$ cat src/rtl/seven_seg_pkg.sv
// Shared constants and helpers for the seven-segment scan driver.
// Latency: n/a (compile-time definitions only).
// Backpressure: n/a.
package seven_seg_pkg;

   localparam int NIBBLE_W   = 4;
   localparam int MAX_DIGITS = 8;

   // Width of a digit index for a given digit count (never below one bit)
   function automatic int idx_w(input int num_digits);
      return (num_digits > 1) ? $clog2(num_digits) : 1;
   endfunction

   // One-hot enable for a digit index; callers truncate to their digit count
   function automatic logic [MAX_DIGITS-1:0] digit_onehot(input logic [2:0] idx);
      return MAX_DIGITS'(1) << idx;
   endfunction

endpackage

$ cat src/rtl/seven_seg_prescaler.sv
// Modulo-REFRESH_DIV slot counter with terminal pulse and dead-time flag.
// Latency: count updates on every enabled edge; terminal/dead are combinational from count.
// Backpressure: en=0 freezes the count and suppresses terminal.
module seven_seg_prescaler #(
   parameter int REFRESH_DIV = 50000,
   parameter int DEAD_CYCLES = 16,
   parameter int CNT_W       = $clog2(REFRESH_DIV)
) (
   input  logic             clk,
   input  logic             rst_n,
   input  logic             en_i,
   output logic [CNT_W-1:0] count_o,
   output logic             terminal_o,
   output logic             dead_o
);

   logic [CNT_W-1:0] cnt_q;
   logic [CNT_W-1:0] cnt_d;

   assign terminal_o = en_i && (cnt_q == CNT_W'(REFRESH_DIV - 1));
   assign dead_o     = (cnt_q < CNT_W'(DEAD_CYCLES));
   assign count_o    = cnt_q;

   // Advance while enabled, wrap to zero at the last cycle of the slot
   always_comb begin
      cnt_d = cnt_q;
      if (en_i) begin
         cnt_d = terminal_o ? '0 : cnt_q + CNT_W'(1);
      end
   end

   // Slot counter register
   always_ff @(posedge clk or negedge rst_n) begin
      if (!rst_n) begin
         cnt_q <= '0;
      end else begin
         cnt_q <= cnt_d;
      end
   end

endmodule

$ cat src/rtl/seven_segment_scan_driver.sv
// Multiplexed 7-seg scan: holds NUM_DIGITS nibbles, walks digits with dead time; LEADING_ZERO_BLANK_EN adds leading-zero blanking.
// Latency: outputs registered one edge after the slot counter/index; a new value shows from the next frame start.
// Backpressure: value_ready drops on accept and returns the cycle after the shadow is applied at the frame wrap.
module seven_segment_scan_driver
   import seven_seg_pkg::*;
#(
   parameter int NUM_DIGITS  = 4,
   parameter int REFRESH_DIV = 50000,
   parameter int DEAD_CYCLES = 16
) (
   input  logic                           clk,
   input  logic                           rst_n,
   input  logic                           en,
   input  logic                           value_valid,
   input  logic [NIBBLE_W*NUM_DIGITS-1:0] value,
   output logic                           value_ready,
   output logic [NIBBLE_W-1:0]            nibble,
   output logic [NUM_DIGITS-1:0]          digit_en,
   output logic                           frame_tick
);

   localparam int IDX_W = idx_w(NUM_DIGITS);
   localparam int VAL_W = NIBBLE_W * NUM_DIGITS;
   localparam int CNT_W = $clog2(REFRESH_DIV);

   logic [CNT_W-1:0] presc_count;
   logic             slot_end;
   logic             dead_time;

   logic [IDX_W-1:0]      idx_q, idx_d;
   logic [VAL_W-1:0]      disp_q, disp_d;
   logic [VAL_W-1:0]      shadow_q, shadow_d;
   logic                  pend_q, pend_d;
   logic                  ready_q, ready_d;
   logic [NIBBLE_W-1:0]   nibble_q, nibble_d;
   logic [NUM_DIGITS-1:0] digit_en_q, digit_en_d;
   logic                  tick_q, tick_d;

   logic                  frame_wrap;
   logic                  accept;
   logic [NUM_DIGITS-1:0] slot_oh;
   logic [NUM_DIGITS-1:0] slot_lit;

   seven_seg_prescaler #(
      .REFRESH_DIV (REFRESH_DIV),
      .DEAD_CYCLES (DEAD_CYCLES),
      .CNT_W       (CNT_W)
   ) u_prescaler (
      .clk        (clk),
      .rst_n      (rst_n),
      .en_i       (en),
      .count_o    (presc_count),
      .terminal_o (slot_end),
      .dead_o     (dead_time)
   );

   assign frame_wrap = slot_end && (idx_q == IDX_W'(NUM_DIGITS - 1));
   assign accept     = value_valid && ready_q;
   assign slot_oh    = NUM_DIGITS'(digit_onehot(3'(idx_q)));

`ifdef LEADING_ZERO_BLANK_EN
   logic [NUM_DIGITS-1:0] blank;

   // Digit i>0 is dark when it and every digit above it are zero; digit 0 always lit
   always_comb begin : blank_calc
      logic upper_zero;
      blank      = '0;
      upper_zero = 1'b1;
      for (int i = NUM_DIGITS - 1; i > 0; i--) begin
         upper_zero = upper_zero && (disp_q[NIBBLE_W*i +: NIBBLE_W] == NIBBLE_W'(0));
         blank[i]   = upper_zero;
      end
   end

   assign slot_lit = slot_oh & ~blank;
`else
   assign slot_lit = slot_oh;
`endif

   // Digit index, shadow handshake and frame-boundary apply
   always_comb begin
      idx_d    = idx_q;
      disp_d   = disp_q;
      shadow_d = shadow_q;
      pend_d   = pend_q;
      if (slot_end) begin
         idx_d = frame_wrap ? '0 : idx_q + IDX_W'(1);
      end
      // The apply uses the shadow held before this edge, so a same-edge accept cannot tear
      if (frame_wrap && pend_q) begin
         disp_d = shadow_q;
         pend_d = 1'b0;
      end
      if (accept) begin
         shadow_d = value;
         pend_d   = 1'b1;
      end
      // Ready reopens one cycle after the apply clears pend
      ready_d = !pend_q && !accept;
   end

   // Registered display outputs derived from the current index and slot phase
   always_comb begin
      nibble_d   = disp_q[NIBBLE_W*int'(idx_q) +: NIBBLE_W];
      digit_en_d = (en && !dead_time) ? slot_lit : '0;
      tick_d     = frame_wrap;
   end

   // State and output registers
   always_ff @(posedge clk or negedge rst_n) begin
      if (!rst_n) begin
         idx_q      <= '0;
         disp_q     <= '0;
         shadow_q   <= '0;
         pend_q     <= 1'b0;
         ready_q    <= 1'b1;
         nibble_q   <= '0;
         digit_en_q <= '0;
         tick_q     <= 1'b0;
      end else begin
         idx_q      <= idx_d;
         disp_q     <= disp_d;
         shadow_q   <= shadow_d;
         pend_q     <= pend_d;
         ready_q    <= ready_d;
         nibble_q   <= nibble_d;
         digit_en_q <= digit_en_d;
         tick_q     <= tick_d;
      end
   end

   assign value_ready = ready_q;
   assign nibble      = nibble_q;
   assign digit_en    = digit_en_q;
   assign frame_tick  = tick_q;

   a_count_range : assert property (@(posedge clk) disable iff (!rst_n)
      presc_count <= CNT_W'(REFRESH_DIV - 1));

   a_digit_onehot : assert property (@(posedge clk) disable iff (!rst_n)
      $onehot0(digit_en_q));

endmodule

$ cat config.mk
export PLATFORM = sky130hd
export DESIGN_NAME = seven_segment_scan_driver
export DESIGN_NICKNAME = d
export VERILOG_FILES = /design/src/rtl/seven_seg_pkg.sv /design/src/rtl/seven_seg_prescaler.sv /design/src/rtl/seven_segment_scan_driver.sv
export SDC_FILE = /design/constraint.sdc
export NUM_CORES = 1
export LEC_CHECK = 0
export BUFFER_PORTS_ARGS = -buffer_cell sky130_fd_sc_hd__buf_2
export CAP_MARGIN = 20
export CORE_MARGIN = 2
export CORE_UTILIZATION = 35
export DETAILED_ROUTE_END_ITERATION = 8
export PLACE_DENSITY = 0.52
export SYNTH_ARGS = -nofsm -noshare
export SYNTH_HDL_FRONTEND = slang
export SYNTH_HIERARCHICAL = 1
export SYNTH_SLANG_ARGS = --single-unit
$ cat constraint.sdc
create_clock -name clk -period 2.5 [get_ports clk]
set_input_delay 0.5 -clock clk [delete_from_list [all_inputs] [get_ports clk]]
set_output_delay 0.5 -clock clk [all_outputs]
set_load 0.01 [all_outputs]
Word level (Yosys, flattened, before mapping)
Cells that the tools add are included.
{"block": "word_totals", "word_cells": 31, "register_bits": 61, "output_inout_bits": 10, "in_bits": 20}
{"block": "classes", "n_addsub": 2, "shifts": 2, "eq_ne": 2, "n_lt_le_gt_ge": 1, "reduce_logical": 10, "n_mux": 5}
{"operator": "16-bit by 1-bit adder with 16-bit output (second input constant)", "n": 1}
{"operator": "16-bit equality test (second input constant)", "n": 1}
{"operator": "16-bit by 5-bit < comparator with 1-bit output (second input constant)", "n": 1}
{"operator": "16-bit 2-to-1 mux", "n": 1}
{"operator": "16-bit by 5-bit indexed part select with 4-bit output", "n": 1}
{"operator": "1-bit logical AND", "n": 6}
{"operator": "4-bit 2-to-1 mux", "n": 1}
{"operator": "1-bit by 2-bit << shifter with 4-bit output (first input constant)", "n": 1}
{"operator": "1-bit logical NOT", "n": 3}
{"operator": "2-bit by 1-bit adder with 2-bit output (second input constant)", "n": 1}
{"operator": "2-bit equality test (second input constant)", "n": 1}
{"operator": "1-bit 2-to-1 mux", "n": 2}
{"operator": "2-bit 2-to-1 mux", "n": 1}
{"operator": "2-bit nonzero test", "n": 1}

Depth between registers and ports, before layout
{"block": "depth", "depth_word": 6, "depth_mapped": 6, "mapped_depth_nobuf": 5}

Hierarchy
Netlist, hierarchy kept.
{"module": "seven_segment_scan_driver", "cells_per_inst": 105, "area_each_um2": 1791.7, "instances": 1}
{"module": "seven_seg_prescaler", "cells_per_inst": 79, "area_each_um2": 815.8, "instances": 1}

Worst setup path after synthesis
Ideal clock, no wire load.
{"block": "synth_path", "path_type": "reg-to-reg", "from": "register u_prescaler.cnt_q[13], in the netlist u_prescaler/count_o[13]", "to": "register disp_q[0]", "setup_time_ps": 125, "required_ps": 2375, "n_path_buf": 1, "slack_ps": 503, "arrival_ps": 1871, "stages_incl_launch_ff": 7, "path_cell_list": "dfrtp_1 > nor4_1 > nand4_1 > nor2_2 > nand3_4 > buf_6 > mux2_4"}
{"block": "synth_via", "elab_chain_len": 4}
{"item": "start: declaration", "line_no": "seven_seg_prescaler.sv:17", "source": "logic [CNT_W-1:0] cnt_q;"}
{"item": "start signal: assignment", "line_no": "seven_seg_prescaler.sv:37", "source": "cnt_q <= cnt_d;"}
{"item": "16-bit equality test", "line_no": "seven_seg_prescaler.sv:20", "source": "assign terminal_o = en_i && (cnt_q == CNT_W'(REFRESH_DIV - 1));"}
{"item": "1-bit logical AND", "line_no": "seven_seg_prescaler.sv:20"}
{"item": "named net slot_end", "line_no": "seven_segment_scan_driver.sv:27", "source": "logic slot_end;"}
{"item": "1-bit logical AND", "line_no": "seven_segment_scan_driver.sv:57", "source": "assign frame_wrap = slot_end && (idx_q == IDX_W'(NUM_DIGITS - 1));"}
{"item": "1-bit logical AND", "line_no": "seven_segment_scan_driver.sv:90", "source": "if (frame_wrap && pend_q) begin"}
{"item": "end signal: assignment", "line_no": "seven_segment_scan_driver.sv:122", "source": "disp_q <= disp_d;"}
{"item": "end: declaration", "line_no": "seven_segment_scan_driver.sv:31", "source": "logic [VAL_W-1:0] disp_q, disp_d;"}
The timed path passes the listed nets, and every way through them passes these cells.
A chain may end at the register's enable or synchronous reset.

Worst setup path in the final report
{"block": "layout_path", "from": "register u_prescaler.cnt_q[13], in the netlist u_prescaler/count_o[13]", "to": "register idx_q[0]"}
{"block": "layout_via", "elab_chain_len": 4}
{"item": "16-bit equality test (*)", "line_no": "seven_seg_prescaler.sv:20"}
{"item": "1-bit logical AND (*)", "line_no": "seven_seg_prescaler.sv:20"}
{"item": "named net slot_end", "line_no": "seven_segment_scan_driver.sv:27"}
{"item": "1-bit logical AND", "line_no": "seven_segment_scan_driver.sv:57"}
{"item": "2-bit 2-to-1 mux", "line_no": "seven_segment_scan_driver.sv:87", "source": "idx_d = frame_wrap ? '0 : idx_q + IDX_W'(1);"}
{"item": "end signal: assignment", "line_no": "seven_segment_scan_driver.sv:121", "source": "idx_q <= idx_d;"}
{"item": "end: declaration", "line_no": "seven_segment_scan_driver.sv:30", "source": "logic [IDX_W-1:0] idx_q, idx_d;"}
Mark *: on every way through the listed nets, which the timed path passes. The rest lies on a longest branch.

==> impl_metrics.py <==
metrics = {
    "clocking": {
        "clock-sinks": 61,
        "cts.clk_slew.worst_paths_ns": 0.07,
        "cts_tree": "done",
        "post_cts_buffers": 0,
        "cts_root_buf": "clkbuf_8",
        "cts_buffers": 9,
        "cts-resized-gates": 0,
        "cts_max_level": 3,
        "clk-insertion-delay-late_ns": 0.33,
        "cts_buffer_depth": 2,
        "ctsHoldBuffers": 0,
    },
    "run": {
        "max-cap-violations": 0,
    },
    "global_route": {
        "antenna_found_initial": 0,
        "grt_pass1_wl_mm": 7.817,
        "grt_max_degree": 62,
        "grt_remaining_overflow": 0,
        "gr-usage-all-layers_pct": 12.23,
        "grt_pass1_vias": 1624,
    },
    "power_and_ir_drop": {
        "cellLeakagePower_nw": 1.550,
        "p_per_area_mw_per_mm2": 696.9,
        "ir_worst_vdd_v": 0.0003045,
    },
    "sta": {
        "drv_slew": 0,
        "finalSetupViolCount": 0,
        "clock_skew_ns": 0.008930,
        "min_period_ns": 1.969,
        "maxSlewHeadroom_pct": 72.17,
        "hold_violations": 0,
        "rsz0062_at_grt": "false",
        "tightest_slew_ns": 0.4160,
        "post-route-period-util_pct": 78.77,
        "max_freq_mhz": 507.8,
        "tns_ns": 0,
    },
    "layout": {
        "drive_gt1_share_pct": 40.79,
        "final_cell_mix": "dfrtp_1, buf_2, mux2_2, nand2_1, clkbuf_8",
        "final_cells": 327,
        "areaGrowthSynthToFinish_pct": 18.67,
        "nets": 248,
        "final_common_cell": "dfrtp_1",
        "num_antenna_cells": 0,
    },
    "critical_path": {
        "critical_path_buf_inv_count": 1,
        "slowest_stage": "or3b_2",
        "crit_family": "simple AND/OR/NAND/NOR gates",
        "required_ns": 2.75,
        "worst_path_largest_cell_delay_ns": 0.45,
        "worstSetupStartpoint": "u_prescaler/count_o[13]$_DFFE_PN0P_",
        "endpoint_kind": "flip-flop",
        "r2r_start": "u_prescaler/count_o[13]$_DFFE_PN0P_",
        "arrival_ns": 2.22,
        "path_cells": "nor4_1 > nand4_1 > nor2_2 > buf_4 > or3b_2 > o21ai_0",
        "crit_fanout": 12,
        "path_class": "reg2reg",
        "critPathLaunchType": "flip-flop",
    },
    "synthesis": {
        "synthFlopType": "dfrtp_1",
        "yosysTopAreaCellShare_pct": 57.58,
        "syn_inst": 184,
        "ys_seq_elements": 61,
        "mappedNetlistArea_sq_mm": 0.002608,
        "synth_area_leader_cell": "dfrtp_1",
        "ys_seq_area_share_pct": 58.59,
        "synth_enable_flop_cells": 0,
        "synth_nets": 209,
        "synthArstFlopShare_pct": 100.0,
        "syn_avg_cell_area_sq_um": 14.17,
        "synth_warnings": 6,
        "netlist_top_cells_area": "dfrtp_1, mux2_2, mux2_4, mux4_2, ha_1",
        "synthDistinctLibCells": 38,
    },
    "detailed_routing": {
        "ant_nets": 0,
        "wl_mm": 4.488,
        "avgViaCountPerCell": 4.584,
        "first_iter_violations": 64,
        "post-route-drc-count": 0,
        "wl_per_cell_um": 13.72,
        "vias": 1499,
        "dr.pass1.iters": 4,
    },
    "placement": {
        "dp_hpwl_mm": 2.990,
        "gp_congestion": 0.7655,
        "place_inst": 311,
        "portBuffers": 29,
    },
    "floorplanning": {
        "core_area_sq_mm": 0.007214,
        "io_pins": 30,
        "die_h_um": 90.32,
        "start_util_pct": 36.14,
        "fp-row-count": 31,
        "die_x_um": 90.32,
        "die_area_sq_mm": 0.008157,
    },
    "min_path": {
        "hold_path_class": "in2async",
    },
    "outcome": {
        "status": "completed",
    },
}
## logic make-up (layout without fill, tap and decap cells)
logic type               Yosys count  count (layout)  synth area share, %
XOR/XNOR                          10              10                3.359
flip-flops                        61              61                58.59
multiplexers                      36              36                18.71
adder cells (fa/ha/maj)            5               5                2.399
AND/OR/NAND/NOR                   53              53                12.86
AO/OA/AOI/OAI                     11              11                2.543
buffers and inverters              8              52                1.536
## worst register-to-register path, delay by kind of cell (launching register included)
kind / cells / cell delay (ns)
simple gates: 4 / 1.19
flops: 1 / 0.41
buf+inv: 1 / 0.22
compound gates: 1 / 0.08
## synth_stat cells (4+ instances only)
cell type and number:
and2_1 5, dfrtp_1 60, ha_1 5, inv_1 5, mux2_2 22, mux2_4 10, mux4_2 4, nand2_1 12
nand3_1 5, nor2_1 5, nor3_1 4, o21ai_0 4, xnor2_1 6, xor2_1 4
## area by class of cell
cell class,instances,area (sq um)
Inverter,5,18.77
Fill cell,694,4120
Timing Repair Buffer,31,172.7
Multi-Input combinational cell,115,1040
Clock inverter,3,42.54
Tap cell,99,123.9
Sequential cell,61,1528
Clock buffer,13,168.9
## metrics by stage
| step | hold WS (ns) | total power [mW] | area, sq um | setup WS, ns | util (%) |
|---|---|---|---|---|---|
| 2_1_floorplan | 0.2044 | 1.196 | 2608 | 0.5035 | - |
| 3_3_place_gp | 0.4791 | 1.265 | 2883 | 0.5230 | 39.96 |
| 3_5_place_dp | 0.4902 | 1.266 | 2883 | 0.4979 | 39.96 |
| 4_1_cts | 0.1776 | 2.193 | 3094 | 0.5074 | 42.89 |
| 5_1_grt | 0.1982 | 2.263 | 3094 | 0.3126 | 42.89 |
| 6_report | 0.1739 | 2.156 | 3094 | 0.5308 | 42.89 |
## final timing paths
check / slack (ns) / depth (start not counted) / to
setup / recovery: 0.53 / 6 / idx_q[0]$_DFFE_PN0P_
hold / removal: 0.17 / 2 / u_prescaler/count_o[4]$_DFFE_PN0P_
setup reg to reg: 0.53 / 6 / idx_q[0]$_DFFE_PN0P_
hold reg to reg: 0.49 / 1 / value_ready$_DFF_PN1_
max in group asynchronous: 2.02 / 2 / value_ready$_DFF_PN1_
min in group clk: 0.33 / 2 / value_ready$_DFF_PN1_
## metal layers
metal	share of wire, %	global-route usage (%)
met1	51	16.84
met2	44	17.98
met3	3.3	3.339
met4	1.6	5.769
met5	0	0
## state kept, by name, summed over array words and instances (netlist names)
signal               flops
value_ready              1
digit_en                 4
nibble                   4
idx_q                    2
disp_q                  16
pend_q                   1
frame_tick               1
u_prescaler/count_o     16
shadow_q                16
## power by group
group / internal [mW] / total [mW] / switching [mW]
Sequential: 1.04 / 1.10 / 0.0636
Clock: 0.541 / 0.911 / 0.370
Combinational: 0.0651 / 0.140 / 0.0752
Total: 1.65 / 2.16 / 0.509
(Power assumes the default switching activity.)
